**config.mk**
```make
export PLATFORM = sky130hd
export DESIGN_NAME = serial_magnitude_comparator
export DESIGN_NICKNAME = d
export VERILOG_FILES = /design/src/rtl/cmp_pkg.sv /design/src/rtl/bit_compare_cell.sv /design/src/rtl/serial_magnitude_comparator.sv
export SDC_FILE = /design/constraint.sdc
export NUM_CORES = 1
export LEC_CHECK = 0
export ABC_AREA = 1
export CAP_MARGIN = 10
export CORE_ASPECT_RATIO = 0.6
export CORE_MARGIN = 1.5
export CORE_UTILIZATION = 55
export CTS_BUF_LIST = sky130_fd_sc_hd__clkbuf_4 sky130_fd_sc_hd__clkbuf_8 sky130_fd_sc_hd__clkbuf_16
export DETAILED_ROUTE_END_ITERATION = 6
export HOLD_SLACK_MARGIN = 0.15
export PLACE_DENSITY = 0.82
export SYNTH_ARGS = -nofsm -noshare
export SYNTH_HDL_FRONTEND = slang
export SYNTH_SLANG_ARGS = --single-unit
```
**constraint.sdc**
```tcl
create_clock -name clk -period 2.4 [get_ports clk]
set_clock_uncertainty 0.2 [all_clocks]
set_input_delay 0.24 -clock clk [delete_from_list [all_inputs] [get_ports clk]]
set_output_delay 0.24 -clock clk [all_outputs]
set_load 0.005 [all_outputs]
```
**src/rtl/cmp_pkg.sv**
```systemverilog
// Shared types and constants for the bit-serial magnitude comparator.
package cmp_pkg;

  typedef enum logic [0:0] {
    IDLE = 1'b0,
    RUN  = 1'b1
  } state_t;

  localparam logic [1:0] CMP_EQ = 2'b00;
  localparam logic [1:0] CMP_GT = 2'b01;
  localparam logic [1:0] CMP_LT = 2'b10;

  // Bit counter width; it counts down from w-1 to 0.
  function automatic int unsigned cnt_width(input int unsigned w);
    return $clog2(w);
  endfunction

endpackage

```
**src/rtl/bit_compare_cell.sv**
```systemverilog
// One-bit greater/lesser/equal decision; invert swaps GT/LT for a sign bit.
module bit_compare_cell
  import cmp_pkg::*;
(
  input  logic       pa,
  input  logic       pb,
  input  logic       invert,
  output logic [1:0] verdict_c
);

  always_comb begin
    verdict_c = CMP_EQ;
    if (pa && !pb) begin
      verdict_c = invert ? CMP_LT : CMP_GT;
    end else if (!pa && pb) begin
      verdict_c = invert ? CMP_GT : CMP_LT;
    end
  end

endmodule

```
**src/rtl/serial_magnitude_comparator.sv**
```systemverilog
// Bit-serial W-bit magnitude comparator, MSB first, with start/busy/done handshake.
module serial_magnitude_comparator
  import cmp_pkg::*;
#(
  parameter int unsigned W          = 8,
  parameter bit          SIGNED     = 1'b0,
  parameter bit          EARLY_EXIT = 1'b1
) (
  input  logic         clk,
  input  logic         rst,
  input  logic         start,
  input  logic [W-1:0] a,
  input  logic [W-1:0] b,
  output logic         busy,
  output logic         done,
  output logic         greater,
  output logic         lesser,
  output logic         equal
);

  localparam int unsigned     CNT_W    = cnt_width(W);
  localparam logic [CNT_W-1:0] CNT_LOAD = CNT_W'(W - 1);

  state_t           r_state, w_state_nxt;
  logic [W-1:0]     r_a_sh, w_a_sh_nxt;
  logic [W-1:0]     r_b_sh, w_b_sh_nxt;
  logic [CNT_W-1:0] r_cnt, w_cnt_nxt;
  logic [1:0]       r_verdict, w_verdict_nxt;
  logic             r_busy, w_busy_nxt;
  logic             r_done, w_done_nxt;
  logic             r_gt, w_gt_nxt;
  logic             r_lt, w_lt_nxt;
  logic             r_eq, w_eq_nxt;

  logic             w_first;
  logic             w_last;
  logic             w_invert;
  logic [1:0]       w_bit_v;
  logic [1:0]       w_verdict_now;
  logic             w_finish;

  assign w_first  = (r_cnt == CNT_LOAD);
  assign w_last   = (r_cnt == '0);
  assign w_invert = SIGNED && w_first;

  bit_compare_cell u_cell (
    .pa       (r_a_sh[W-1]),
    .pb       (r_b_sh[W-1]),
    .invert   (w_invert),
    .verdict_c(w_bit_v)
  );

  // A verdict already fixed by an earlier bit is never overridden.
  assign w_verdict_now = (r_verdict != CMP_EQ) ? r_verdict : w_bit_v;
  assign w_finish      = w_last || (EARLY_EXIT && (w_bit_v != CMP_EQ));

  always_comb begin
    w_state_nxt   = r_state;
    w_a_sh_nxt    = r_a_sh;
    w_b_sh_nxt    = r_b_sh;
    w_cnt_nxt     = r_cnt;
    w_verdict_nxt = r_verdict;
    w_busy_nxt    = r_busy;
    w_done_nxt    = 1'b0;
    w_gt_nxt      = r_gt;
    w_lt_nxt      = r_lt;
    w_eq_nxt      = r_eq;

    unique case (r_state)
      IDLE: begin
        if (start) begin
          w_state_nxt   = RUN;
          w_a_sh_nxt    = a;
          w_b_sh_nxt    = b;
          w_cnt_nxt     = CNT_LOAD;
          w_verdict_nxt = CMP_EQ;
          w_busy_nxt    = 1'b1;
          w_gt_nxt      = 1'b0;
          w_lt_nxt      = 1'b0;
          w_eq_nxt      = 1'b0;
        end
      end
      RUN: begin
        w_verdict_nxt = w_verdict_now;
        if (w_finish) begin
          w_state_nxt = IDLE;
          w_busy_nxt  = 1'b0;
          w_done_nxt  = 1'b1;
          w_gt_nxt    = (w_verdict_now == CMP_GT);
          w_lt_nxt    = (w_verdict_now == CMP_LT);
          w_eq_nxt    = (w_verdict_now == CMP_EQ);
        end else begin
          w_a_sh_nxt = {r_a_sh[W-2:0], 1'b0};
          w_b_sh_nxt = {r_b_sh[W-2:0], 1'b0};
          w_cnt_nxt  = r_cnt - CNT_W'(1);
        end
      end
      default: w_state_nxt = IDLE;
    endcase
  end

  always_ff @(posedge clk) begin
    if (rst) begin
      r_state   <= IDLE;
      r_a_sh    <= '0;
      r_b_sh    <= '0;
      r_cnt     <= '0;
      r_verdict <= CMP_EQ;
      r_busy    <= 1'b0;
      r_done    <= 1'b0;
      r_gt      <= 1'b0;
      r_lt      <= 1'b0;
      r_eq      <= 1'b0;
    end else begin
      r_state   <= w_state_nxt;
      r_a_sh    <= w_a_sh_nxt;
      r_b_sh    <= w_b_sh_nxt;
      r_cnt     <= w_cnt_nxt;
      r_verdict <= w_verdict_nxt;
      r_busy    <= w_busy_nxt;
      r_done    <= w_done_nxt;
      r_gt      <= w_gt_nxt;
      r_lt      <= w_lt_nxt;
      r_eq      <= w_eq_nxt;
    end
  end

  assign busy    = r_busy;
  assign done    = r_done;
  assign greater = r_gt;
  assign lesser  = r_lt;
  assign equal   = r_eq;

endmodule

```
======== After elaboration in Yosys (flattened, before gate mapping) ========
Cells that the tools add are included.
cells by class
  mux-type cells .......................... 28
  equality and inequality tests ........... 5
  reduce and logical (&&, ||, !) cells .... 12
  bitwise gates (word level) .............. 1
  add/subtract/negate cells ............... 1
operators with widths
  operator                                                                 number
  8-bit two-way mux                                                        4
  8-bit one-hot mux with 2 select lines                                    2
  1-bit one-hot mux with 2 select lines                                    5
  1-bit two-way mux                                                        9
  2-bit two-way mux                                                        4
  3-bit two-way mux                                                        2
  3-bit one-hot mux with 2 select lines                                    1
  2-bit inequality test, second input constant                             2
  2-bit one-hot mux with 2 select lines                                    1
  2-bit AND reduction                                                      2
  2-bit nonzero test                                                       2
  3-bit zero test                                                          1
  3-bit by 1-bit subtractor with 3-bit output, second input constant       1
  2-bit by 1-bit == test with 1-bit output, second input constant          1
  2-bit == test, second input constant                                     1
  1-bit logical AND                                                        2
  1-bit zero test                                                          2
  2-bit zero test                                                          1
  2-bit by 1-bit inequality test with 1-bit output, second input constant  1
  2-bit OR reduction                                                       1
  1-bit logical OR                                                         1
  1-bit inverter                                                           1
word-level totals
  output and inout bits ................... 5
  flip-flop bits (word level) ............. 27
  word-level logic and storage cells ...... 57
  input port bits ......................... 19

======== Logic depth before layout (Yosys ltp) ========
  depth in word-level cells ............... 8
  mapped depth ............................ 9

======== By module ========
From an unflattened synthesis, not the netlist that was laid out.
second synthesis, totals
  cell total of the unflattened synthesis .. 216
  area total of the unflattened synthesis .. 1381.3 µm²
by module, submodules not included
  module                       area an instance (µm²)  instances  sequential area each (µm²)  cells each
  serial_magnitude_comparator  1342.5                  1          540.5                       207
  bit_compare_cell             38.8                    1          0.0                         9

======== Worst setup path after synthesis ========
No wires, ideal clock.
  kind .................................... register to register
  start point ............................. reg r_b_sh[7]
  end point ............................... reg r_b_sh[2]
  library setup time ...................... 0.112 ns
  cell stages (with the launch flop) ...... 9
  clock period less this slack ............ 1.590 ns
  data required time ...................... 2.088 ns
  slack ................................... 0.810 ns
  arrival time ............................ 1.278 ns
  cells stage by stage .................... dfxtp_1 inv_1 ha_1 nand2_1 nand2_2 nand2_4 buf_12 nor2_2 nor2_1
between the ends
  longest elaborated chain between the ends .. 7
  elaborated cells on any way between the ends .. 9
  classes of those cells .................. 1 x eq/ne; 2 x mux; 6 x reduce/logical
ends and longest elaborated chain
  what                                                    RTL line                                        RTL
  from (decl)                                             serial_magnitude_comparator.sv:26               logic [W-1:0] r_b_sh, w_b_sh_nxt;
  from (signal assigned)                                  serial_magnitude_comparator.sv:117              r_b_sh <= w_b_sh_nxt;
  1-bit logical AND or 1-bit zero test (tied branches)    bit_compare_cell.sv:15, bit_compare_cell.sv:13
  2-bit two-way mux or 1-bit logical AND (tied branches)  bit_compare_cell.sv:15, bit_compare_cell.sv:13
  2-bit two-way mux *                                     bit_compare_cell.sv:13                          if (pa && !pb) begin
  2-bit nonzero test *                                    serial_magnitude_comparator.sv:55               assign w_finish = w_last || (EARLY_EXIT && (w_bit_v != CMP_EQ));
  1-bit logical OR *                                      serial_magnitude_comparator.sv:55
  2-bit inequality test (no line) *                       n/a
  2-bit AND reduction (no line) *                         n/a
Mark *: on every way between the ends. The rest lies on a longest branch, timed or not.
A chain may end at the register's enable or synchronous reset.

======== Final worst setup path ========
  start point ............................. reg r_b_sh[7]
  end point ............................... reg r_a_sh[7]
between the ends
  longest elaborated chain between the ends .. 7
  elaborated cells on any way between the ends .. 9
  classes of those cells .................. 1 x eq/ne; 2 x mux; 6 x reduce/logical
ends and longest elaborated chain
  what                                                    RTL line                                        RTL
  1-bit logical AND or 1-bit zero test (tied branches)    bit_compare_cell.sv:15, bit_compare_cell.sv:13
  2-bit two-way mux or 1-bit logical AND (tied branches)  bit_compare_cell.sv:15, bit_compare_cell.sv:13
  2-bit two-way mux *                                     bit_compare_cell.sv:13
  2-bit nonzero test *                                    serial_magnitude_comparator.sv:55
  1-bit logical OR *                                      serial_magnitude_comparator.sv:55
  2-bit inequality test (no line) *                       n/a
  2-bit AND reduction (no line) *                         n/a
  to (signal assigned)                                    serial_magnitude_comparator.sv:116              r_a_sh <= w_a_sh_nxt;
  to (decl)                                               serial_magnitude_comparator.sv:25               logic [W-1:0] r_a_sh, w_a_sh_nxt;
Marked as above.

==> impl_metrics.ini <==
[global_route]
grt_antenna_before_repair = 0
track_usage_pct = 21.4
overflow = 0
grt_pass1_vias = 1145
grt_pass1_wl_um = 4970
grt_max_degree = 27

[die]
dieWidth_um = 70.1
die-area_mm2 = 0.00303
io_pins = 24
die_y_um = 43.2
core_mm2 = 0.00254
rows = 14
initial_core_util_pct = 58.4

[detailed_routing]
viasPerCell = 4.89
remaining_drc_errors = 0
dr.pass1.iters = 4
wirelength_um = 2960
drt_iter0_drc = 70
via_count = 1311
ant_nets = 0
avgRoutedWirePerCell_um = 11.0

[timing]
period_share_pct = 72.7
tightest_slew_ns = 0.382
maxSlewHeadroom_pct = 74.5
finalHoldViolCount = 0
fin_crit_ns = 1.74
tns_ns = 0
slew_violations = 0
rsz0062_at_grt = false
setup_viol = 0
timing.fmax_mhz = 573

[setup_path]
start_kind = flip-flop
worst_setup_path_end_kind = flip-flop
crit_path_max_fanout = 18
r2r_cells = 7
worstPathArrival_ns = 1.72
worstPathRequired_ns = 2.38
crit_type = flip-flop to flip-flop

[flow_run]
maxCapViolations = 0

[yosys]
ys_ff_latch = 27
yosysTopAreaCell = dfxtp_1
synth.distinct_cells = 22
syn_nets = 241
yosys_warnings = 0
synth_most_common_cell = nand2_1
synth_area_leaders = dfxtp_1 36%, nand2_1 16%, nor2_1 6.6%
syn_avg_cell_area_um2 = 6.87
yosysSeqAreaShare_pct = 36.4
synth_edf_count = 0
ys.flop_type = dfxtp_1
synthCells = 216
synthTopCellsByCount = 64 x nand2_1, 27 x dfxtp_1, 26 x nor2_1
async_reset_ff_share_pct = 0
synth_top_area_share_pct = 36.4
syn-cell-area_mm2 = 0.00148

[placement]
gp_congestion = 0.834
portBuffers = 23
hpwl_um = 2120
dp.cells = 264

[pwr]
combPwrFrac_pct = 33.3
p_leak_nw = 0.834
clkPwrFrac_pct = 22.1
internal_power_mw = 0.786
seqPwrFrac_pct = 44.6
peakVddDrop_mv = 0.455
power.switching_mw = 0.407
power-per-cell-area_mw_per_mm2 = 686
p_sw_share_pct = 34.1

[clock_network]
hold_buffers = 0
clk_pin_slew_ns = 0.10
postCtsSetupBuffers = 0
cts_buffer_depth = 2
clk_latency_ns = 0.28
cts_buffers = 3
ctsResizeCount = 0
cts-root-buf = clkbuf_8
cts_htree_levels = 1
cts.sinks = 27
cts_tree = built

[final_layout]
nFillCells = 229
drive_above_1_share_pct = 11.4
syn2layout_area_growth_pct = 17.1
nets = 262
diodes = 0
utilization_pct = 68.4
fin_cells = 268

[hold_path]
min_path_type = flip-flop to flip-flop
hold_depth = 2

[run_status]
status = finished clean
[final cells by class]
class | count | area [um2] | area share [%]
sequential | 27 | 541 | 31.1
multi-input combinational | 151 | 753 | 43.3
tap | 32 | 40.0 | 2.30
timing repair buffer | 26 | 253 | 14.5
clock buffer | 3 | 41.3 | 2.38
clock inverter | 1 | 5.00 | 0.288
inverter | 28 | 105 | 6.05
[worst max-delay path, cell delays in order, from the launching register on]
cell and delay, ns:
dfxtp_1 0.38, inv_1 0.09, ha_1 0.36, nand2_1 0.10, nand2_2 0.13, nand2_4 0.18, nor2_1 0.15, nor2_1 0.06
[sequential cells by signal, summed over array words and instances (netlist names)]
signal,cells
done,1
r_cnt,3
busy,1
lesser,1
equal,1
r_b_sh,8
r_a_sh,8
r_verdict,2
greater,1
r_state,1
[power by group through the flow]
stage | combinational, mW | sequential [mW] | clock [mW]
3_5_place_dp | 0.397 | 0.542 | 0
5_1_grt | 0.455 | 0.538 | 0.290
6_report | 0.398 | 0.532 | 0.263
3_3_place_gp | 0.388 | 0.540 | 0
4_1_cts | 0.399 | 0.531 | 0.264
2_1_floorplan | 0.315 | 0.539 | 0
[kinds of logic after synthesis]
| logic type | synth area share, % |
|---|---|
| AO/OA/AOI/OAI | 8.18 |
| adder cells (fa/ha/maj) | 5.06 |
| buffers and inverters | 12.8 |
| flip-flops | 36.4 |
| AND/OR/NAND/NOR | 37.5 |
[metal layers]
| layer | vias to the layer above | global-route usage (%) | part of all wire (%) |
|---|---|---|---|
| met3 | 6 | 6.65 | 5.9 |
| li1 | 701 | - | - |
| met1 | 562 | 28.4 | 51 |
| met5 | - | 0 | 0 |
| met4 | 0 | 8.08 | 1.7 |
| met2 | 42 | 33.0 | 41 |
[cell usage in the layout, fill, tap and decap left out, types with 6 or more instances in the layout]
master           instances
clkdlybuf4s50_1         23
nor2_1                  26
o21ai_0                 11
dfxtp_1                 27
a21oi_1                  6
inv_1                   25
nand2_1                 64
nor2_2                   8
nand3_1                 16
ha_1                     6
[metrics by stage]
step / hold slack [ns] / power (mW) / worst slack (ns) / area [um2]
floorplan: 0.187 / 0.854 / 0.810 / 1480
finish: 0.278 / 1.19 / 0.656 / 1740
global route: 0.294 / 1.28 / 0.544 / 1740
CTS: 0.275 / 1.19 / 0.654 / 1740
detailed placement: 0.261 / 0.939 / 0.623 / 1690
global placement: 0.256 / 0.928 / 0.652 / 1690
[path summary, 6_finish.rpt]
path / start / endpoint / slack [ns]
worst max register to register: r_b_sh[7] / r_a_sh[7] / 0.66
worst min register to register: r_verdict[0] / r_verdict[0] / 0.28
worst min-delay path: r_verdict[0] / r_verdict[0] / 0.28
worst max-delay path: r_b_sh[7] / r_a_sh[7] / 0.66
(Power assumes the default switching activity.)
